### src/rtl/csa_pkg.sv
// ---------------------------------------------------------------------------
// csa_pkg
// Shared definitions for the carry-save accumulator controller:
//   - STATE_W / state_t : FSM state encoding (IDLE, ACCUM, RESOLVE, DONE)
//   - DEF_DATA_W, DEF_ACC_W, DEF_CNT_W : default width constants
// ---------------------------------------------------------------------------
package csa_pkg;

  localparam int STATE_W    = 2;
  localparam int DEF_DATA_W = 4;
  localparam int DEF_ACC_W  = 8;
  localparam int DEF_CNT_W  = 5;

  typedef enum logic [STATE_W-1:0] {
    S_IDLE    = 2'd0,
    S_ACCUM   = 2'd1,
    S_RESOLVE = 2'd2,
    S_DONE    = 2'd3
  } state_t;

endpackage : csa_pkg

### src/rtl/csa3_compress.sv
// ---------------------------------------------------------------------------
// csa3_compress
// Purely combinational bitwise 3:2 carry-save compressor.
// Ports:
//   a_i, b_i, c_i : W-bit addends
//   sum_o         : bitwise sum (a ^ b ^ c)
//   carry_o       : majority vector already shifted left by one (bit 0 = 0)
//   cout_o        : majority bit of the MSB, i.e. the carry shifted out
// Invariant: a + b + c == sum_o + carry_o + (cout_o << W)
// ---------------------------------------------------------------------------
module csa3_compress
  import csa_pkg::*;
#(
  parameter int W = DEF_ACC_W
) (
  input  logic [W-1:0] a_i,
  input  logic [W-1:0] b_i,
  input  logic [W-1:0] c_i,
  output logic [W-1:0] sum_o,
  output logic [W-1:0] carry_o,
  output logic         cout_o
);

  logic [W-1:0] maj;

  assign sum_o   = a_i ^ b_i ^ c_i;
  assign maj     = (a_i & b_i) | (a_i & c_i) | (b_i & c_i);
  assign carry_o = {maj[W-2:0], 1'b0};
  assign cout_o  = maj[W-1];

endmodule : csa3_compress

### src/rtl/csa_accum_ctrl.sv
// ---------------------------------------------------------------------------
// csa_accum_ctrl
// Sequential multi-operand accumulator. A command gives the operand count,
// operands stream in and are folded into redundant sum/carry form through a
// single 3:2 compressor, one carry-propagate resolve cycle follows, and the
// result is offered on a valid/ready handshake. Result is modulo 2^ACC_W.
//
// Optional feature macro: CSA_OVF_EN
//   defined   -> ovf_o port exists; sticky flag set when the true sum
//                reaches 2^ACC_W, cleared on each accepted start.
//   undefined -> no ovf_o port, no flag logic.
//
// Ports:
//   clk_i, rst_i      : clock, synchronous active-high reset
//   start_i, n_ops_i  : command valid / operand count
//   start_ready_o     : high only in IDLE
//   in_valid_i, in_data_i, in_ready_o : operand stream (ready only in ACCUM)
//   res_valid_o, res_data_o, res_ready_i : result handshake (valid only in DONE)
//   ovf_o             : overflow flag (CSA_OVF_EN only)
// ---------------------------------------------------------------------------
module csa_accum_ctrl
  import csa_pkg::*;
#(
  parameter int DATA_W = DEF_DATA_W,
  parameter int ACC_W  = DEF_ACC_W,
  parameter int CNT_W  = DEF_CNT_W
) (
  input  logic              clk_i,
  input  logic              rst_i,
  input  logic              start_i,
  input  logic [CNT_W-1:0]  n_ops_i,
  output logic              start_ready_o,
  input  logic              in_valid_i,
  input  logic [DATA_W-1:0] in_data_i,
  output logic              in_ready_o,
  output logic              res_valid_o,
  output logic [ACC_W-1:0]  res_data_o,
  input  logic              res_ready_i
`ifdef CSA_OVF_EN
  ,
  output logic              ovf_o
`endif
);

  state_t             state_q, state_d;
  logic [ACC_W-1:0]   sum_q, sum_d;
  logic [ACC_W-1:0]   carry_q, carry_d;
  logic [CNT_W-1:0]   rem_q, rem_d;
  logic [ACC_W-1:0]   res_q, res_d;

  logic [ACC_W-1:0]   op_ext;
  logic [ACC_W-1:0]   csa_sum;
  logic [ACC_W-1:0]   csa_carry;
  logic [ACC_W-1:0]   resolve_sum;

`ifdef CSA_OVF_EN
  logic               ovf_q, ovf_d;
  logic               csa_cout;
  logic               resolve_cout;
  logic [ACC_W:0]     resolve_full;
`else
  logic               csa_cout_unused;
`endif

  assign op_ext = ACC_W'(in_data_i);

  csa3_compress #(
    .W (ACC_W)
  ) u_csa (
    .a_i     (sum_q),
    .b_i     (carry_q),
    .c_i     (op_ext),
    .sum_o   (csa_sum),
    .carry_o (csa_carry),
`ifdef CSA_OVF_EN
    .cout_o  (csa_cout)
`else
    .cout_o  (csa_cout_unused)
`endif
  );

  // Carry-propagate resolve of the redundant pair.
`ifdef CSA_OVF_EN
  assign resolve_full = {1'b0, sum_q} + {1'b0, carry_q};
  assign resolve_sum  = resolve_full[ACC_W-1:0];
  assign resolve_cout = resolve_full[ACC_W];
`else
  assign resolve_sum  = sum_q + carry_q;
`endif

  // State register
  always_ff @(posedge clk_i) begin
    if (rst_i) begin
      state_q <= S_IDLE;
    end else begin
      state_q <= state_d;
    end
  end

  // Datapath registers; reset discards any partial sum of an aborted command.
  always_ff @(posedge clk_i) begin
    if (rst_i) begin
      sum_q   <= '0;
      carry_q <= '0;
      rem_q   <= '0;
      res_q   <= '0;
`ifdef CSA_OVF_EN
      ovf_q   <= 1'b0;
`endif
    end else begin
      sum_q   <= sum_d;
      carry_q <= carry_d;
      rem_q   <= rem_d;
      res_q   <= res_d;
`ifdef CSA_OVF_EN
      ovf_q   <= ovf_d;
`endif
    end
  end

  // Next-state and datapath update
  always_comb begin
    state_d = state_q;
    sum_d   = sum_q;
    carry_d = carry_q;
    rem_d   = rem_q;
    res_d   = res_q;
`ifdef CSA_OVF_EN
    ovf_d   = ovf_q;
`endif
    unique case (state_q)
      S_IDLE: begin
        if (start_i) begin
          rem_d   = n_ops_i;
          sum_d   = '0;
          carry_d = '0;
`ifdef CSA_OVF_EN
          ovf_d   = 1'b0;
`endif
          // An empty command skips straight to resolve and returns 0.
          state_d = (n_ops_i != '0) ? S_ACCUM : S_RESOLVE;
        end
      end
      S_ACCUM: begin
        if (in_valid_i) begin
          sum_d   = csa_sum;
          carry_d = csa_carry;
          rem_d   = rem_q - 1'b1;
`ifdef CSA_OVF_EN
          ovf_d   = ovf_q | csa_cout;
`endif
          if (rem_q == CNT_W'(1)) begin
            state_d = S_RESOLVE;
          end
        end
      end
      S_RESOLVE: begin
        res_d   = resolve_sum;
`ifdef CSA_OVF_EN
        ovf_d   = ovf_q | resolve_cout;
`endif
        state_d = S_DONE;
      end
      S_DONE: begin
        if (res_ready_i) begin
          state_d = S_IDLE;
        end
      end
      default: begin
        state_d = S_IDLE;
      end
    endcase
  end

  // Outputs decoded from state only
  always_comb begin
    start_ready_o = (state_q == S_IDLE);
    in_ready_o    = (state_q == S_ACCUM);
    res_valid_o   = (state_q == S_DONE);
  end

  assign res_data_o = res_q;
`ifdef CSA_OVF_EN
  assign ovf_o      = ovf_q;
`endif

endmodule : csa_accum_ctrl

### config.mk
export PLATFORM = sky130hd
export DESIGN_NAME = csa_accum_ctrl
export DESIGN_NICKNAME = d
export VERILOG_FILES = /design/src/rtl/csa_pkg.sv /design/src/rtl/csa3_compress.sv /design/src/rtl/csa_accum_ctrl.sv
export SDC_FILE = /design/constraint.sdc
export NUM_CORES = 1
export LEC_CHECK = 0
export ABC_AREA = 0
export CAP_MARGIN = 40
export CORE_MARGIN = 2
export CORE_UTILIZATION = 60
export CTS_BUF_LIST = sky130_fd_sc_hd__clkbuf_4 sky130_fd_sc_hd__clkbuf_8
export DETAILED_ROUTE_END_ITERATION = 16
export PLACE_DENSITY = 0.87
export SLEW_MARGIN = 20
export SYNTH_ARGS = -nofsm -noshare
export SYNTH_HDL_FRONTEND = slang
export SYNTH_SLANG_ARGS = --single-unit
### constraint.sdc
create_clock -name clk_i -period 2.6 [get_ports clk_i]
set_input_delay 0.39 -clock clk_i [delete_from_list [all_inputs] [get_ports clk_i]]
set_output_delay 0.39 -clock clk_i [all_outputs]
set_load 0.01 [all_outputs]
==> results by group, run 1 <==
Setup path
  • Critical path buffers and inverters: 3
  • WP data required: 2.21 ns
  • Cell Chain, Critical Path: inv_1 > ha_1 > buf_4 > clkdlybuf4s50_1
  • CP startpoint kind: register
  • Type of the worst setup path: register to output pin
  • Crit. End Element: output pin
  • Critical path arrival: between 1.5 and 2 ns
  • Worst path max stage delay: ~0.57 ns
  • Worst Path Max Fanout: 17
  • Worst path slowest cell: clkdlybuf4s50_1
  • Delay-heaviest family, CP: buffers and inverters

Timing
  • Fin. Hold Viols: 0
  • Tcrit/Tclk final: roughly four fifths
  • Highest Clock Rate: approximately 0.48 GHz
  • Setup ws final: around 0.52 ns
  • Max Clock Skew: just under 0.008 ns
  • Worst-Margin Slew: approximately 0.58 ns
  • Final setup TNS: 0 ns
  • Slew HR: 61.53%
  • Setup Viol. Count Final: 0
  • RSZ-0062 raised after global routing: false
  • Min cycle time layout: between 2 and 2.5 ns
  • Slew Viols, Final: 0

Power
  • Final Total Pwr: approximately 1.5 mW
  • Power per cell area: between 700 and 800 nW/um^2
  • Leakage: between 0.8 and 0.9 nW
  • Max VDD drop: about 0.00077 V

Clocking
  • Post CTS Setup Buffer Count: 0
  • Cts repair resizes: 0
  • CTS HTree Levels: 2
  • CTS Hold Bufs: 0
  • CTS max path bufs: 2
  • TritonCTS clock tree: built
  • Clock Latency Late Sink: 0.32 ns
  • Clock slew at reported path FFs: approximately 0.080 ns
  • Num CTS Buffers: 5
  • CTS sink count: 30
  • Root buffer cell: clkbuf_4

Die
  • Die height: between 50 and 60 um
  • # IOs: 25
  • Die W: around 58 um
  • Initial Util: roughly 63%
  • Row cnt: 19
  • Die footprint: around 3300 sq um
  • Core footprint: about 2700 sq um

Finish
  • Layout fillers: between 200 and 250
  • Sequential cell area: 600.6 sq um
  • Final net count: 240
  • Area grow syn2layout: 16.58%
  • Final Core Density: between 70 and 80%
  • Area of the multi-input gates: slightly above 1000 sq um
  • Ratio of cells with drive above 1 in the final layout: 7.729%
  • Diodes inserted: 0

Logic synthesis
  • Post-synthesis sequential area ratio: between 30% and 40%
  • Yosys top cell area share: about a third
  • Syn_area_per_cell: 9.350 sq um
  • Syn. warnings: 0
  • Mapped cell area: roughly 1700 sq um
  • FF+latch count, synth: 30
  • Synth top cells by count: 30 x dfxtp_1, 26 x nor2_1, 14 x a22oi_1, 14 x ha_1, 10 x a21oi_1
  • Mapped Cells: about 180
  • Synth async-reset ratio: 0%
  • Synth Flop Type: dfxtp_1
  • Yosys cell types: 46
  • Synthesized Nets: around 220
  • Cell taking the most area after synthesis: dfxtp_1
  • EDFF count, synth: 0
  • Most common cell in the synthesized netlist: dfxtp_1
  • Synth top area cells: dfxtp_1 35%, ha_1 10%, a22oi_1 6.1%, nor2_1 5.7%, fa_1 4.7%

Placement
  • I/O Buffers: 24
  • Final GP Congestion: ~0.85
  • DP HPWL: approximately 2.8 mm
  • Pre-CTS WS: about 0.65 ns

Global route
  • Initial antenna violation count: 0
  • Vias in the first global route: 1461
  • Total GRT Usage: about a quarter
  • First-pass GRT wire length: between 6 and 7 mm
  • Total gr overflow: 0
  • Largest net degree at the start of global routing: 22

Routing
  • DRT iter0 DRCs: 60
  • Routed Wire Length: 3.733 mm
  • Mean routed wirelength per cell: 15.68 um
  • DR DRC count: 0
  • Drt first pass iters: 4
  • Via density: between 6 and 7
  • Post-route ant nets: 0
  • Vias: between 1000 and 1500

Run status
  • Status: finished clean

Job
  • Max_cap viols: 0

Worst hold path
  • Hold/Removal Path Class: register to register
==> logic make-up (layout without fill, tap and decap cells) <==
kind of cell | Yosys count | in the layout | share of synthesized area (%)
AO/OA/AOI/OAI | 53 | 53 | 22.47
AND/OR/NAND/NOR | 55 | 55 | 16.36
multiplexers | 8 | 8 | 4.945
adder cells (fa/ha/maj) | 18 | 18 | 14.84
XOR/XNOR | 2 | 2 | 1.018
flip-flops | 30 | 30 | 34.91
buffers and inverters | 18 | 41 | 5.453
==> registers in the layout, summed over array words and instances, names as in the netlist <==
register    count
rem_q           5
state_q         2
carry_q         7
res_data_o      8
sum_q           8
==> layout make-up <==
| type | count | share of cell area [%] |
|---|---|---|
| timing repair buffer | 26 | 12.73 |
| inverter | 9 | 1.684 |
| multi-input combinational | 136 | 51.15 |
| tap | 31 | 1.934 |
| clock buffer | 6 | 2.558 |
| sequential | 30 | 29.94 |
==> path summary, 6_finish.rpt <==
path	from	endpoint	slack [ns]	cells past startpoint
max	state_q[1]	in_ready_o	0.52	4
min reg2reg	res_data_o[3]	res_data_o[3]	0.50	2
max reg2reg	sum_q[1]	res_data_o[7]	0.74	6
min	res_data_o[3]	res_data_o[3]	0.50	2
==> through the flow <==
step	cell area [sq um]	instances	hold slack (ns)
floorplan	1720	184	0.4695
global route	2006	238	0.5481
detailed placement	1954	232	0.4828
global placement	1954	232	0.4755
finish	2006	238	0.4987
CTS	2006	238	0.5005
==> routing by layer <==
layer	global-route usage (%)	part of all wire [%]
met1	29.54	43
met2	43.83	51
met3	6.803	4.3
met4	10.63	1.4
met5	0	0
==> placed cells by master, fill, tap and decap left out, types with 2 or more instances in the layout <==
| cell | n |
|---|---|
| and3_1 | 4 |
| clkdlybuf4s50_1 | 24 |
| nand3b_1 | 4 |
| nand3_1 | 2 |
| a22oi_1 | 14 |
| o21ai_1 | 3 |
| clkbuf_4 | 5 |
| nand2b_1 | 2 |
| dfxtp_1 | 30 |
| ha_1 | 14 |
| o21ai_0 | 4 |
| nand2_1 | 6 |
| xnor2_1 | 2 |
| nor3_1 | 3 |
| inv_1 | 9 |
| buf_4 | 2 |
| fa_1 | 4 |
| a211oi_1 | 4 |
| a21oi_1 | 10 |
| nor4_1 | 3 |
| mux2i_1 | 6 |
| a21o_1 | 3 |
| nor2_1 | 26 |
| o31a_1 | 2 |
==> power breakdown <==
group / internal, mW / total [mW] / switching (mW)
registers: 0.519 / 0.585 / 0.0657
logic: 0.294 / 0.689 / 0.395
clock network: 0.122 / 0.259 / 0.138
total: 0.935 / 1.53 / 0.598
==> worst min-delay path, stage by stage (launching register included) <==
cell and delay, ns:
dfxtp_1 0.32, nor2_1 0.08, a211oi_1 0.05
Note: power is estimated with default switching activity, not from simulation.
==> run 2: changes to the inputs <==
--- a/config.mk
+++ b/config.mk
@@ -8,10 +8,10 @@
 export ABC_AREA = 0
 export CAP_MARGIN = 40
 export CORE_MARGIN = 2
-export CORE_UTILIZATION = 60
+export CORE_UTILIZATION = 50
 export CTS_BUF_LIST = sky130_fd_sc_hd__clkbuf_4 sky130_fd_sc_hd__clkbuf_8
 export DETAILED_ROUTE_END_ITERATION = 16
-export PLACE_DENSITY = 0.87
+export PLACE_DENSITY = 0.77
 export SLEW_MARGIN = 20
 export SYNTH_ARGS = -nofsm -noshare
 export SYNTH_HDL_FRONTEND = slang
==> constraint.sdc (replaced) <==
create_clock -name clk_i -period 1.7 [get_ports clk_i]
set_input_delay 0.255 -clock clk_i [delete_from_list [all_inputs] [get_ports clk_i]]
set_output_delay 0.255 -clock clk_i [all_outputs]
set_load 0.01 [all_outputs]
==> run 2 against run 1 <==
Design area increased by 7.1%. Sequential share of layout area decreased by 2.0 points. Hold slack improved by 0.0027 ns. Clock skew increased by 0.00067 ns. Clock power increased by 79%. Flip-flop and latch count unchanged. Global-route usage decreased by 5.6 points. Sequential power increased by 51%. Critical path type is now register to register. Critical endpoint is now res_data_o[7].
==> results by group, run 2 (synthesized netlist as in run 1, its figures left out) <==
Worst hold path
  • Hold/Removal Path Class: register to register
  • Hold Crit Depth: 2 (unchanged)
  • Hold_sp: res_data_o[1]
  • WHS Endpoint: res_data_o[1]

Routing
  • Post-route ant nets: 0 (unchanged)
  • Routed Wire Length: 3.776 mm (+1.2%)
  • DRT iter0 DRCs: 98 (+63%)
  • Via density: 5.728 (-6.7%)
  • DR DRC count: 0 (unchanged)
  • Vias: 1518 (+3.8%)
  • Drt first pass iters: 4 (unchanged)
  • Mean routed wirelength per cell: 14.25 um (-9.2%)

Global route
  • Vias in the first global route: 1428 (-2.3%)
  • Largest net degree at the start of global routing: 22 (unchanged)
  • First-pass GRT wire length: 6.078 mm (-5.0%)
  • Total GRT Usage: 19.79% (-5.6 points)
  • Total gr overflow: 0 (unchanged)
  • Initial antenna violation count: 0 (unchanged)

Timing
  • Min cycle time layout: roughly 1.6 ns
  • Max Clock Skew: 0.008501 ns (+0.0006727 ns)
  • Slew HR: 74.21% (+13 points)
  • Slew Viols, Final: 0 (unchanged)
  • Fin. Hold Viols: 0 (unchanged)
  • Tcrit/Tclk final: between 90% and 100%
  • Highest Clock Rate: 0.6114 GHz
  • RSZ-0062 raised after global routing: true
  • Worst-Margin Slew: 0.3868 ns (-0.1902 ns)
  • Setup Viol. Count Final: 0 (unchanged)

Setup path
  • Crit. End Element: register
  • Worst Path Max Fanout: 3 (-14)
  • Critical path arrival: 1.86 ns (+0.17 ns)
  • Worst path slowest cell: fa_2
  • WP data required: 1.93 ns (-0.28 ns)
  • Critical path buffers and inverters: 0 (-3)
  • R2R cell count: 6 (unchanged)
  • End of the worst register-to-register path: res_data_o[7]
  • Delay-heaviest family, CP: adder cells
  • Worst path max stage delay: 0.37 ns (-0.20 ns)
  • Cell Chain, Critical Path: ha_1 > fa_2 > a211oi_2 > nor2_1 > nor3_1 > nor4b_2
  • R2R setup slack: 0.06 ns (-0.68 ns)
  • Type of the worst setup path: register to register
  • WP depth: 6 (+2)
  • R2r startpoint: sum_q[1]
  • CP startpoint kind: register

Die
  • Die W: 62.66 um (+8.9%)
  • Die footprint: 3926 sq um (+19%)
  • Initial Util: 51.97% (-11 points)
  • Row cnt: 21 (+2)
  • # IOs: 25 (unchanged)
  • Core footprint: 3311 sq um (+21%)
  • Die height: 62.66 um (+8.9%)

Clocking
  • CTS sink count: 30 (unchanged)
  • Num CTS Buffers: 5 (unchanged)
  • CTS HTree Levels: 2 (unchanged)
  • Root buffer cell: clkbuf_4
  • TritonCTS clock tree: built
  • Post CTS Setup Buffer Count: 0 (unchanged)
  • Clock Latency Late Sink: 0.34 ns (+0.02 ns)
  • CTS max path bufs: 2 (unchanged)
  • Clock slew at reported path FFs: 0.09 ns (about the same)

Power
  • Leakage: 0.8824 nW (+8.7%)
  • Power per cell area: 1176 nW/um^2 (+54%)
  • Max VDD drop: 0.0005990 V (-22%)

Finish
  • Area of the multi-input gates: 1065 sq um (+3.8%)
  • Sequential cell area: 600.6 sq um (unchanged)
  • Commonest non-fill, non-tap cells in the layout: 30 x dfxtp_1, 26 x nor2_1, 21 x clkdlybuf4s50_1, 14 x a22oi_1, 12 x ha_1
  • Final Core Density: 64.89% (-8.5 points)
  • Ratio of cells with drive above 1 in the final layout: 14.61% (+6.9 points)
  • Final net count: 250 (+4.2%)
  • Post-Layout Cell Count: 265 (+11%)
  • Area grow syn2layout: 24.87%
  • Diodes inserted: 0 (unchanged)
  • Most common cell after layout, fill and taps aside: dfxtp_1
  • Layout fillers: 291 (+41%)

Placement
  • Placed insts: 255 (+9.9%)
  • I/O Buffers: 24 (unchanged)
  • DP HPWL: 2.698 mm (-4.0%)
  • Final GP Congestion: 0.8287 (-2.1%)

Job
  • Max_cap viols: 0 (unchanged)

Run status
  • Status: finished clean
## run 2: per-stage QoR
| stage | hold slack [ns] | area [sq um] | power [mW] | TNS, ns | worst slack, ns |
|---|---|---|---|---|---|
| floorplan | 0.4599 | 1720 | 1.706 | 0 | 0.04567 |
| global placement | 0.4763 | 2046 | 1.943 | 0 | 0.01863 |
| detailed placement | 0.4843 | 2046 | 1.995 | -0.08860 | -0.05821 |
| CTS | 0.5000 | 2116 | 2.446 | 0 | 0.01995 |
| global route | 0.5458 | 2148 | 2.684 | -0.02698 | -0.02515 |
| finish | 0.5014 | 2148 | 2.526 | 0 | 0.06437 |
## run 2: timing repair
action,in CTS,in global routing
hold buffers,0,0
cloned,0,2
endpoints found under the setup margin,6,5
resized for setup,6,4
pin swaps,1,0
## run 2: how the worst max path moves through the flow
stage	startpoint	endpoint	slack, ns
floorplan	sum_q[1]	res_data_o[7]	0.05
global placement	sum_q[1]	res_data_o[7]	0.02
detailed placement	sum_q[1]	res_data_o[5]	-0.06
CTS	state_q[0]	rem_q[4]	0.02
global route	sum_q[1]	res_data_o[7]	-0.03
finish	sum_q[1]	res_data_o[7]	0.06
## run 2: report_power, final
group          internal (mW)  switching [mW]  total [mW]
sequential             0.794          0.0915       0.886
combinational          0.526           0.650        1.18
clock                  0.216           0.248       0.464
## run 2: worst min-delay path, stage by stage, from the launching register on
cell,delay [ns]
dfxtp_1,0.34
mux2i_1,0.06
nor2_1,0.07
## run 2: final cells by class
| type | instances | area share [%] |
|---|---|---|
| clock inverters | 1 | 0.2330 |
| inverters | 9 | 1.573 |
| multi-input cells | 138 | 49.56 |
| flip-flops and latches | 30 | 27.96 |
| repair buffers | 34 | 15.26 |
| well taps | 46 | 2.679 |
| clock buffers | 7 | 2.737 |
## run 2: per-layer routing
metal,global-route usage [%],part of all wire [%],routed length (um)
met5,0,0,0
met4,11.39,2.6,97
met2,35.62,51,1918
met1,20.21,41,1565
met3,5.946,5.1,194
